--- config.mk ---
export PLATFORM = sky130hd
export DESIGN_NAME = voice_mixer_flat
export DESIGN_NICKNAME = d
export VERILOG_FILES = /design/src/rtl/voice_mixer_if.sv /design/src/rtl/voice_mixer.sv /design/src/flat_wrapper.sv
export SDC_FILE = /design/constraint.sdc
export NUM_CORES = 1
export LEC_CHECK = 0
export CORE_MARGIN = 2
export CORE_UTILIZATION = 50
export CTS_CLUSTER_SIZE = 40
export DETAILED_ROUTE_END_ITERATION = 10
export PLACE_DENSITY = 0.77
export SLEW_MARGIN = 20
export SYNTH_ARGS = -nofsm -noshare
export SYNTH_HDL_FRONTEND = slang
export SYNTH_SLANG_ARGS = --single-unit
--- constraint.sdc ---
create_clock -name clk_in -period 13.6 [get_ports clk_in]
set_input_delay 2.72 -clock clk_in [delete_from_list [all_inputs] [get_ports clk_in]]
set_output_delay 2.72 -clock clk_in [all_outputs]
set_load 0.02 [all_outputs]
--- src/rtl/voice_mixer_if.sv ---
// BRAM read port and mixed-sample output bundle between voice_mixer and its neighbours.
// master = mixer side, slave = wavetable BRAM / DAC side.
interface voice_mixer_if #(
  parameter int unsigned ADDR_WIDTH   = 8,
  parameter int unsigned SAMPLE_WIDTH = 16,
  parameter int unsigned COUNT_WIDTH  = 5
);
  logic                           bram_en_out;
  logic [ADDR_WIDTH-1:0]          bram_addr_out;
  logic signed [SAMPLE_WIDTH-1:0] bram_data_in;
  logic signed [SAMPLE_WIDTH-1:0] sample_out;
  logic                           sample_valid_out;
  logic [COUNT_WIDTH-1:0]         voice_count_out;

  modport master (
    output bram_en_out, bram_addr_out, sample_out, sample_valid_out, voice_count_out,
    input  bram_data_in
  );

  modport slave (
    input  bram_en_out, bram_addr_out, sample_out, sample_valid_out, voice_count_out,
    output bram_data_in
  );
endinterface

--- src/rtl/voice_mixer.sv ---
// Per-tick voice mixer: snapshots note addresses, reads one wavetable sample per active
// note, accumulates, then emits one shifted and saturated mixed sample per tick.
module voice_mixer #(
  parameter int unsigned NUM_NOTES    = 24,
  parameter int unsigned ADDR_WIDTH   = 8,
  parameter int unsigned SAMPLE_WIDTH = 16,
  parameter int unsigned BRAM_LATENCY = 2,
  parameter int unsigned MIX_SHIFT    = 3
) (
  input  logic                                clk_in,
  input  logic                                rst_in,
  input  logic                                sample_tick_in,
  input  logic [NUM_NOTES-1:0][ADDR_WIDTH-1:0] addr_in,
  input  logic [NUM_NOTES-1:0]                active_voices_in,
  voice_mixer_if.master                       mix_bus,
  output logic                                busy_out,
  output logic                                overrun_out
);

  localparam int unsigned ACC_WIDTH   = SAMPLE_WIDTH + 5;
  localparam int unsigned EXT_WIDTH   = ACC_WIDTH - SAMPLE_WIDTH;
  localparam int unsigned IDX_WIDTH   = $clog2(NUM_NOTES);
  localparam int unsigned DRAIN_WIDTH = $clog2(BRAM_LATENCY) + 1;
  localparam int unsigned COUNT_WIDTH = 5;

  localparam logic signed [ACC_WIDTH-1:0] SAT_MAX = ACC_WIDTH'((1 << (SAMPLE_WIDTH - 1)) - 1);
  localparam logic signed [ACC_WIDTH-1:0] SAT_MIN = ~SAT_MAX;

  typedef enum logic [1:0] {IDLE, SCAN, DRAIN, NORM} state_t;

  state_t                               state;
  logic [NUM_NOTES-1:0][ADDR_WIDTH-1:0] snap_addr;
  logic [NUM_NOTES-1:0]                 snap_active;
  logic [IDX_WIDTH-1:0]                 idx;
  logic [DRAIN_WIDTH-1:0]               drain_cnt;
  logic [BRAM_LATENCY-1:0]              vpipe;
  logic signed [ACC_WIDTH-1:0]          acc;
  logic [COUNT_WIDTH-1:0]               voice_cnt;

  logic                                 bram_en_c;
  logic [ADDR_WIDTH-1:0]                bram_addr_c;
  logic signed [ACC_WIDTH-1:0]          acc_shift_c;
  logic signed [SAMPLE_WIDTH-1:0]       sat_c;
  logic signed [ACC_WIDTH-1:0]          data_ext_c;

  // BRAM request straight from the snapshot; inactive notes keep the address at zero
  always_comb begin
    bram_en_c   = 1'b0;
    bram_addr_c = '0;
    if (state == SCAN && snap_active[idx]) begin
      bram_en_c   = 1'b1;
      bram_addr_c = snap_addr[idx];
    end
  end

  assign mix_bus.bram_en_out   = bram_en_c;
  assign mix_bus.bram_addr_out = bram_addr_c;

  assign data_ext_c = {{EXT_WIDTH{mix_bus.bram_data_in[SAMPLE_WIDTH-1]}}, mix_bus.bram_data_in};

  // Scale and clamp the accumulated mix into the output range
  always_comb begin
    acc_shift_c = acc >>> MIX_SHIFT;
    sat_c       = acc_shift_c[SAMPLE_WIDTH-1:0];
    if (acc_shift_c > SAT_MAX) begin
      sat_c = SAT_MAX[SAMPLE_WIDTH-1:0];
    end else if (acc_shift_c < SAT_MIN) begin
      sat_c = SAT_MIN[SAMPLE_WIDTH-1:0];
    end
  end

  always_ff @(posedge clk_in or posedge rst_in) begin
    if (rst_in) begin
      state                    <= IDLE;
      snap_addr                <= '0;
      snap_active              <= '0;
      idx                      <= '0;
      drain_cnt                <= '0;
      vpipe                    <= '0;
      acc                      <= '0;
      voice_cnt                <= '0;
      busy_out                 <= 1'b0;
      overrun_out              <= 1'b0;
      mix_bus.sample_out       <= '0;
      mix_bus.sample_valid_out <= 1'b0;
      mix_bus.voice_count_out  <= '0;
    end else begin
      mix_bus.sample_valid_out <= 1'b0;

      // Read-valid pipeline aligned with the BRAM latency
      vpipe[0] <= bram_en_c;
      for (int i = 1; i < int'(BRAM_LATENCY); i++) begin
        vpipe[i] <= vpipe[i-1];
      end

      if (vpipe[BRAM_LATENCY-1]) begin
        acc <= acc + data_ext_c;
      end

      if (sample_tick_in && state != IDLE) begin
        overrun_out <= 1'b1;
      end

      case (state)
        IDLE: begin
          if (sample_tick_in) begin
            snap_addr   <= addr_in;
            snap_active <= active_voices_in;
            acc         <= '0;
            voice_cnt   <= '0;
            idx         <= '0;
            busy_out    <= 1'b1;
            state       <= SCAN;
          end
        end
        SCAN: begin
          if (snap_active[idx]) begin
            voice_cnt <= voice_cnt + COUNT_WIDTH'(1);
          end
          if (idx == IDX_WIDTH'(NUM_NOTES - 1)) begin
            drain_cnt <= '0;
            state     <= DRAIN;
          end else begin
            idx <= idx + IDX_WIDTH'(1);
          end
        end
        DRAIN: begin
          if (drain_cnt == DRAIN_WIDTH'(BRAM_LATENCY - 1)) begin
            state <= NORM;
          end else begin
            drain_cnt <= drain_cnt + DRAIN_WIDTH'(1);
          end
        end
        NORM: begin
          mix_bus.sample_out       <= sat_c;
          mix_bus.voice_count_out  <= voice_cnt;
          mix_bus.sample_valid_out <= 1'b1;
          busy_out                 <= 1'b0;
          state                    <= IDLE;
        end
        default: state <= IDLE;
      endcase
    end
  end

endmodule
--- src/flat_wrapper.sv ---
// flat-port wrapper written by rule: the top's interface ports become plain ports
module voice_mixer_flat 
#(
  parameter int unsigned NUM_NOTES    = 24,
  parameter int unsigned ADDR_WIDTH   = 8,
  parameter int unsigned SAMPLE_WIDTH = 16,
  parameter int unsigned BRAM_LATENCY = 2,
  parameter int unsigned MIX_SHIFT    = 3
)
  (clk_in, rst_in, sample_tick_in, addr_in, active_voices_in, busy_out, overrun_out, mix_bus_bram_en_out, mix_bus_bram_addr_out, mix_bus_sample_out, mix_bus_sample_valid_out, mix_bus_voice_count_out, mix_bus_bram_data_in);
  voice_mixer_if #(.ADDR_WIDTH(ADDR_WIDTH), .SAMPLE_WIDTH(SAMPLE_WIDTH)) mix_bus_i ();
  input  logic clk_in;
  input  logic rst_in;
  input  logic sample_tick_in;
  input  logic [NUM_NOTES-1:0][ADDR_WIDTH-1:0] addr_in;
  input  logic [NUM_NOTES-1:0] active_voices_in;
  output logic busy_out;
  output logic overrun_out;
  output wire logic [$bits(mix_bus_i.bram_en_out)-1:0] mix_bus_bram_en_out;
  output wire logic [$bits(mix_bus_i.bram_addr_out)-1:0] mix_bus_bram_addr_out;
  output wire logic [$bits(mix_bus_i.sample_out)-1:0] mix_bus_sample_out;
  output wire logic [$bits(mix_bus_i.sample_valid_out)-1:0] mix_bus_sample_valid_out;
  output wire logic [$bits(mix_bus_i.voice_count_out)-1:0] mix_bus_voice_count_out;
  input wire logic [$bits(mix_bus_i.bram_data_in)-1:0] mix_bus_bram_data_in;
  assign mix_bus_bram_en_out = mix_bus_i.bram_en_out;
  assign mix_bus_bram_addr_out = mix_bus_i.bram_addr_out;
  assign mix_bus_sample_out = mix_bus_i.sample_out;
  assign mix_bus_sample_valid_out = mix_bus_i.sample_valid_out;
  assign mix_bus_voice_count_out = mix_bus_i.voice_count_out;
  assign mix_bus_i.bram_data_in = mix_bus_bram_data_in;
  voice_mixer #(.NUM_NOTES(NUM_NOTES), .ADDR_WIDTH(ADDR_WIDTH), .SAMPLE_WIDTH(SAMPLE_WIDTH), .BRAM_LATENCY(BRAM_LATENCY), .MIX_SHIFT(MIX_SHIFT)) u_core (.clk_in(clk_in), .rst_in(rst_in), .sample_tick_in(sample_tick_in), .addr_in(addr_in), .active_voices_in(active_voices_in), .mix_bus(mix_bus_i), .busy_out(busy_out), .overrun_out(overrun_out));
endmodule
Word level (Yosys, flattened, before mapping)
Index checks and enable logic that the tools add are counted.
Storage, ports and cells
  bits of input ports: 235
  logic and storage cells: 93
  flip-flop bits (word level): 277
Operators by class
  mux-type cells: 26
  add/subtract/negate cells: 4
  reduce and logical (&&, ||, !) cells: 13
  $lt $le $gt $ge: 3
  equality and inequality tests: 11
Operators by type and width (number)
  two-way mux 21 bit: 3
  binary-select mux 8 bit (select 5 bit): 1
  two-way mux 16 bit: 2
  adder 21 x 16 -> 21 bit: 1
  case mux 5 bit (2 select lines): 2
  greater-than comparator 18 x 16 -> 1 bit, second input constant: 1
  < comparator 18 x 16 -> 1 bit, second input constant: 1
  two-way mux 8 bit: 2
  two-way mux 5 bit: 3
  AND reduction 3 bit: 4
  adder 5 x 1 -> 5 bit, second input constant: 2
  two-way mux 2 bit: 5
  != test 2 bit, second input constant: 5
  case mux 2 bit (4 select lines): 1
  nonzero test 2 bit: 4
  < comparator 5 x 6 -> 1 bit, second input constant: 1
  binary-select mux 1 bit (select 5 bit): 1
  equality test 5 bit, second input constant: 1
  equality test 2 x 1 -> 1 bit, second input constant: 2
  equality test 2 bit, second input constant: 2
  two-way mux 1 bit: 4
  case mux 2 bit (2 select lines): 1
  AND reduction 2 bit: 2
  adder 2 x 1 -> 2 bit, second input constant: 1
  other kinds (4): 5

Longest topological paths before layout
Gate-level depths: netlist of run 1.
  word-level depth: 4
  gate-level depth with buffers: 10
  gate-level depth less buffers: 10

Worst setup path before layout of run 1
No wires, ideal clock.
  path type: input to register
  start point: input mix_bus_bram_data_in[0]
  end point: register u_core.acc[18]
  required time: 13.474 ns
  arrival: 4.683 ns
  stages: 10
  setup slack: 8.790 ns
  cell sequence: ha_1 > inv_1 > fa_1 > nand2b_1 > a21oi_1 > nor3_1 > or4b_1 > nand3_1 > mux2i_1 > a311o_1
Between the ends
  longest elaborated chain between the ends: 4
Ends and longest elaborated chain
  start: declaration: line flat_wrapper.sv:24  | input wire logic [$bits(mix_bus_i.bram_data_in)-1:0] mix_bus_bram_data_in;
  adder 21 x 16 -> 21 bit (*): line voice_mixer.sv:97  | acc <= acc + data_ext_c;
  two-way mux 21 bit (*): line voice_mixer.sv:96  | if (vpipe[BRAM_LATENCY-1]) begin
  two-way mux 21 bit: line voice_mixer.sv:106  | if (sample_tick_in) begin
  two-way mux 21 bit (*): line voice_mixer.sv:104  | case (state)
  end signal: assignment: line voice_mixer.sv:97
  end: declaration: line voice_mixer.sv:37  | logic signed [ACC_WIDTH-1:0] acc;
Every way passes the cells marked *; elsewhere a longest branch is shown, timed or not.
A chain may end at the register's enable or synchronous reset.

Worst setup path in the final report of run 1
  start point: register u_core.idx[1]
  end point: output mix_bus_bram_addr_out[6]
Between the ends
  longest elaborated chain between the ends: 4
  elaborated cells on any way between the ends: 6
  classes of those cells: mux (5); reduce/logical (1)
Ends and longest elaborated chain
  start: declaration: line voice_mixer.sv:34  | logic [IDX_WIDTH-1:0] idx;
  start signal: assignment: line voice_mixer.sv:124  | idx <= idx + IDX_WIDTH'(1);
  binary-select mux 1 bit (select 5 bit): line voice_mixer.sv:50  | if (state == SCAN && snap_active[idx]) begin
  two-way mux 1 bit (not written as such): line voice_mixer.sv:50
  logical AND 1 bit: line voice_mixer.sv:50
  two-way mux 8 bit (*): line voice_mixer.sv:50
  end: declaration: line flat_wrapper.sv:20  | output wire logic [$bits(mix_bus_i.bram_addr_out)-1:0] mix_bus_bram_addr_out;
Every way passes the cells marked *; elsewhere a longest branch is shown, timed or not. The select of a mux whose other input is x is not followed.

==> impl_metrics.json, run 1 <==
{
  "status": "completed",
  "cts_htree_levels": 1,
  "rr_startpoint": "u_core.state[1]$_DFFE_PP0P_",
  "vias_per_cell": 5.50,
  "hold_end": "u_core.vpipe[1]$_DFF_PP0_",
  "grt_overflow_total": 0,
  "n_fill_cell": 2232,
  "num_vias": 11800,
  "seq_area_frac_synth_pct": 50.2,
  "end_kind": "output port",
  "die_h_um": 170,
  "crit_path_max_incr_delay_ns": 0.67,
  "cap_violations": 0,
  "grt_pass1_wl_um": 60700,
  "switchingPower_mw": 1.48,
  "min_path_type": "reg2reg",
  "nNetsFinal": 2038,
  "layout_min_cycle_time_ns": 6.93,
  "gp_congestion": 0.887,
  "crit_slowest_cell": "clkdlybuf4s50_1",
  "worstReg2RegEnd": "u_core.snap_addr[174]$_DFFE_PP0P_",
  "drive_gt1_share_pct": 6.68,
  "area_delta_synth_final_pct": 27.8,
  "hpwl_um": 27500,
  "die_area_mm2": 0.0289,
  "synth-edff-count": 0,
  "rows": 60,
  "cts_buffers": 29,
  "max_slew_margin_pct": 32.5,
  "drt_iter0_drc": 892,
  "pwr-share-comb_pct": 39.7,
  "cts.reportedPaths.clkPinSlew_ns": 0.07,
  "ys_seq_elements": 277,
  "postCtsHoldBufs": 0,
  "post-route-period-util_pct": 51.0,
  "crit_fanout": 43,
  "cts_buffer_depth": 3,
  "grt_max_degree": 125,
  "antenna_cells": 0,
  "ff2ff_setup_slack_ns": 10.13,
  "min_from": "u_core.vpipe[0]$_DFF_PP0_",
  "ys_warn_count": 0,
  "setup_tns_ns": 0,
  "regArea_mm2": 0.00694,
  "fmax_mhz": 144,
  "cts_resized": 0,
  "r2r_cells": 7,
  "pwr-share-clk_pct": 21.6,
  "grt_use_total_pct": 26.7,
  "netlist_instances": 1558,
  "crit_start": "u_core.idx[1]$_DFFE_PP0P_",
  "multi_input_area_mm2": 0.00637,
  "p_per_area_mw_per_mm2": 218,
  "die_w_um": 170,
  "p_int_mw": 2.37,
  "power_frac_seq_pct": 38.7,
  "cts-root-buf": "clkbuf_16",
  "portBuffers": 267,
  "start_util_pct": 51.1,
  "worst_setup_path_start_kind": "register",
  "routed_wl_um": 38700,
  "setup_viol": 0,
  "final_cells": 2138,
  "first_global_vias": 11400,
  "worstPathCellList": "buf_4, nand2b_1, o22ai_1, or4_1, o311ai_4, nand2_1, nor2_1, clkdlybuf4s50_1",
  "tritoncts": "built",
  "grt_setup_unrepaired": "false",
  "antenna_found_initial": 0,
  "io_pins": 268,
  "cts_setup_buffers": 0,
  "async_flop_share_pct": 100,
  "worst_ep_required_time_ns": 10.88,
  "power_leakage_nw": 8.44,
  "vdd_ir_drop_max_v": 0.000118,
  "path_class": "reg2out",
  "syn_area_mm2": 0.0138,
  "core_area_mm2": 0.0270,
  "drc": 0,
  "hold_viol_final": 0,
  "worst_pin_slew_ns": 1.01,
  "min_path_cells": 0,
  "switching_share_pct": 38.4,
  "syn_avg_cell_area_um2": 8.86,
  "slew_violations": 0,
  "dr.pass1.iters": 7,
  "ys.flop_type": "dfrtp_1",
  "insertion_delay_ns": 0.56,
  "dp.cells": 2085,
  "yosysUniqueCellTypes": 57,
  "synthesis.nets": 1821,
  "finalClockSkew_ns": 0.00908,
  "ant_nets": 0,
  "routedWlPerCell_um": 18.1,
  "critPathArrivalTime_ns": 4.21,
  "cts.sinks": 277
}
through the flow:
step	instance area, µm²	total power [mW]	hold slack [ns]	util [%]	setup WS, ns
4_1_cts	17600	3.85	0.353	65.3	6.72
3_3_place_gp	16600	2.95	0.335	61.5	7.34
6_report	17600	3.85	0.352	65.3	6.67
5_1_grt	17600	4.10	0.361	65.3	6.43
2_1_floorplan	13800	2.50	0.331	-	3.24
3_5_place_dp	16600	3.00	0.339	61.5	7.31
synth_stat cells, types with 3 or more instances:
master	count	area share, %
inv_1	33	0.90
nand4_1	6	0.27
mux2_2	17	1.4
xor2_1	7	0.44
nand3_1	9	0.33
xnor2_1	9	0.57
a21o_1	4	0.22
nor2_1	68	1.8
a21oi_1	38	1.4
buf_2	7	0.25
o21ai_0	49	1.8
buf_4	3	0.16
mux2i_1	47	3.4
buf_1	11	0.30
ha_1	27	2.4
o211ai_1	18	0.98
o22ai_1	10	0.45
nor3_1	10	0.36
a22o_1	3	0.19
o221ai_1	17	1.1
nand2_1	720	20
and3_1	6	0.27
a31oi_1	5	0.23
nand2b_1	4	0.18
mux4_2	37	6.0
a211oi_1	10	0.54
nor2b_1	3	0.14
clkbuf_1	69	1.9
dfrtp_1	277	50
nor4_1	3	0.14
power by group through the flow:
stage	registers [mW]	clock network, mW	logic (mW)
floorplan	1.38	0	1.12
global placement	1.48	0	1.46
detailed placement	1.49	0	1.52
CTS	1.48	0.842	1.53
global route	1.53	0.873	1.70
finish	1.49	0.833	1.53
per-layer routing:
metal,routed length [µm],GRT usage (%),vias up
met1,16800,37.9,5709
met3,2280,4.05,72
met2,18300,42.2,385
met4,1260,9.18,0
met5,0,0,-
li1,-,-,5584
worst max-delay path by stage:
| stage | to | slack [ns] | cells past startpoint |
|---|---|---|---|
| global placement | mix_bus_bram_addr_out[5] | 7.34 | 8 |
| floorplan | u_core.acc[0]$_DFF_PP0_ | 3.24 | 1 |
| finish | mix_bus_bram_addr_out[6] | 6.67 | 8 |
| global route | mix_bus_bram_addr_out[4] | 6.43 | 8 |
| CTS | mix_bus_bram_addr_out[5] | 6.72 | 8 |
| detailed placement | mix_bus_bram_addr_out[5] | 7.31 | 8 |
flip-flops by register name, summed over array words and instances (netlist names):
signal                           count
u_core.busy_out                      1
u_core.state                         2
u_core.voice_cnt                     5
u_core.mix_bus.sample_valid_out      1
u_core.snap_active                  24
u_core.idx                           5
u_core.vpipe                         2
u_core.mix_bus.sample_out           16
u_core.drain_cnt                     2
u_core.acc                          21
u_core.snap_addr                   192
u_core.mix_bus.voice_count_out       5
u_core.overrun_out                   1
critical path: cells and delay by family (launching register included):
| kind | cells | cell delay, ns |
|---|---|---|
| simple gates | 4 | 1.80 |
| flops | 1 | 0.34 |
| compound gates | 2 | 0.33 |
| buf+inv | 2 | 1.19 |
cell families after synthesis:
kind of cell    Yosys count  synth area share [%]
xor+xnor                 16                  1.02
compound gates          171                  7.99
mux                     101                  10.8
flops                   277                  50.2
fa+ha+maj                28                  2.59
simple gates            839                  23.7
buf+inv                 126                  3.64
cell type report:
type / instances / area share [%]
multi-input cells: 1155 / 36.1
clock buffers: 41 / 4.77
inverters: 34 / 0.766
well taps: 341 / 2.42
repair buffers: 278 / 15.6
clock inverters: 12 / 0.965
flip-flops and latches: 277 / 39.3
placed cells by master, fill, tap and decap left out, types with 17 or more instances in the layout:
master           Yosys  layout
o221ai_1            17      17
mux4_2              37      37
nand2_1            720     719
mux2_2              17      17
o211ai_1            18      18
a21oi_1             38      38
clkdlybuf4s50_1      0     267
dfrtp_1            277     275
inv_1               33      32
ha_1                27      27
clkbuf_16            0      29
mux2i_1             47      47
o21ai_0             49      49
nor2_1              68      68
Power figures use the tool's default switching activity.
==> inputs of run 2 (changes only) <==
==> constraint.sdc (replaced) <==
create_clock -name clk_in -period 6.9 [get_ports clk_in]
set_input_delay 1.38 -clock clk_in [delete_from_list [all_inputs] [get_ports clk_in]]
set_output_delay 1.38 -clock clk_in [all_outputs]
set_load 0.02 [all_outputs]
==> impl_metrics.json, run 2 (synthesis gave the netlist of run 1 again) <==
{
  "status": "completed",
  "routed_wl_um": 38500,
  "portBuffers": 267,
  "worst_pin_slew_ns": 1.06,
  "grt_use_total_pct": 26.7,
  "setup_viol": 0,
  "start_util_pct": 51.1,
  "p_per_area_mw_per_mm2": 428,
  "dp_slack_ns": 1.96,
  "regArea_mm2": 0.00694,
  "reg.largest.list": "u_core.snap_addr: 192 flops, u_core.snap_active: 24 flops, u_core.acc: 21 flops",
  "tritoncts": "built",
  "slew_violations": 0,
  "setup_slack_ns": 1.34,
  "antenna_found_initial": 0,
  "rr_startpoint": "u_core.idx[0]$_DFFE_PP0P_",
  "hpwl_um": 27800,
  "crit_start": "u_core.idx[0]$_DFFE_PP0P_",
  "cts_resized": 0,
  "place_area_mm2": 0.0166,
  "rows": 60,
  "cap_violations": 0,
  "hold_viol_final": 0,
  "end_kind": "output port",
  "antenna_cells": 0,
  "power_leakage_nw": 8.43,
  "drt_iter0_drc": 1061,
  "first_global_vias": 11400,
  "insertion_delay_ns": 0.56,
  "largest-register": "u_core.snap_addr",
  "area_delta_synth_final_pct": 28.0,
  "nNetsFinal": 2039,
  "fin_area_mm2": 0.0177,
  "min_from": "u_core.vpipe[0]$_DFF_PP0_",
  "cts_buffer_depth": 3,
  "cts.reportedPaths.clkPinSlew_ns": 0.06,
  "final_util_pct": 65.4,
  "final_cell_mix": "719 x nand2_1, 275 x dfrtp_1, 267 x clkdlybuf4s50_1",
  "core_area_mm2": 0.0270,
  "gp_congestion": 0.905,
  "layout_min_cycle_time_ns": 5.56,
  "fmax_mhz": 180,
  "drive_gt1_share_pct": 6.83,
  "die_w_um": 170,
  "ff2ff_setup_slack_ns": 3.97,
  "vdd_ir_drop_max_v": 0.000290,
  "ant_nets": 0,
  "multi_input_area_mm2": 0.00637,
  "drc": 0,
  "dr.pass1.iters": 5,
  "layout_commonest_cell": "nand2_1",
  "cts_buffers": 30,
  "grt_overflow_total": 0,
  "routedWlPerCell_um": 18.0,
  "finalClockSkew_ns": 0.0145,
  "min_path_type": "reg2reg",
  "cts_setup_buffers": 0,
  "num_vias": 11700,
  "vias_per_cell": 5.49,
  "grt_setup_unrepaired": "false",
  "max_slew_margin_pct": 29.0,
  "die_h_um": 170,
  "setup_tns_ns": 0,
  "grt_max_degree": 183,
  "grt_pass1_wl_um": 60600,
  "worst_setup_path_start_kind": "register",
  "die_area_mm2": 0.0289,
  "cts-root-buf": "clkbuf_16",
  "critPathArrivalTime_ns": 4.18,
  "worst_ep_required_time_ns": 5.52,
  "crit_fanout": 56,
  "io_pins": 268,
  "cts.sinks": 277,
  "largest_register_ffs": 192,
  "n_fill_cell": 2206,
  "post-route-period-util_pct": 80.5,
  "postCtsHoldBufs": 0,
  "cts_htree_levels": 1,
  "path_class": "reg2out"
}
run 2: changes by cell type in the layout (fill, tap and decap cells not counted), moves of 2 or more:
cell	before	now
clkinvlp_4	1	5
buf_4	11	8
clkbuf_8	7	3
clkinv_4	1	3
buf_12	0	2
run 2: final timing paths:
check | to | cells after the start
worst max-delay path | mix_bus_bram_addr_out[0] | 7
worst min-delay path | u_core.vpipe[1]$_DFF_PP0_ | 0
worst max register to register | u_core.voice_cnt[4]$_DFFE_PP0P_ | 6
worst min register to register | u_core.vpipe[1]$_DFF_PP0_ | 0
max in group asynchronous | u_core.idx[0]$_DFFE_PP0P_ | 3
min in group asynchronous | u_core.snap_active[0]$_DFFE_PP0P_ | 2
run 2: layer usage:
layer	up-vias	track usage (%)	wire (µm)	part of all wire, %
met4	0	9.14	1320	3.4
li1	5575	-	-	-
met2	473	42.3	18200	47
met1	5619	37.7	16100	42
met5	-	0	0	0
met3	78	4.40	2970	7.7
run 2: where the power goes:
group          switching, mW  total [mW]  internal [mW]
combinational           1.63        2.96           1.33
clock                  0.668        1.62          0.950
sequential             0.636        2.99           2.35
run 2: metrics by stage:
| stage | hold slack, ns | power (mW) | cells |
|---|---|---|---|
| after CTS | 0.352 | 7.58 | 2141 |
| after global placement | 0.337 | 5.81 | 2085 |
| after floorplan | 0.331 | 4.92 | 1558 |
| after detailed placement | 0.338 | 5.93 | 2085 |
| after global routing | 0.357 | 8.08 | 2141 |
| final | 0.349 | 7.56 | 2141 |
run 2: cell type report:
cell class                 count  area share [%]
sequential                   277            39.3
multi-input combinational   1155            36.1
timing repair buffer         278            15.8
clock buffer                  38            4.59
tap                          341            2.42
clock inverter                18            1.14
inverter                      34           0.744
run 2: critical path, stage by stage (launching register included):
cell and delay [ns]:
dfrtp_4 1.09, mux4_2 0.39, nor2_1 0.05, or4_1 0.53, o311ai_4 0.16, nand2_1 0.35, nor2_1 0.37, clkdlybuf4s50_1 0.67
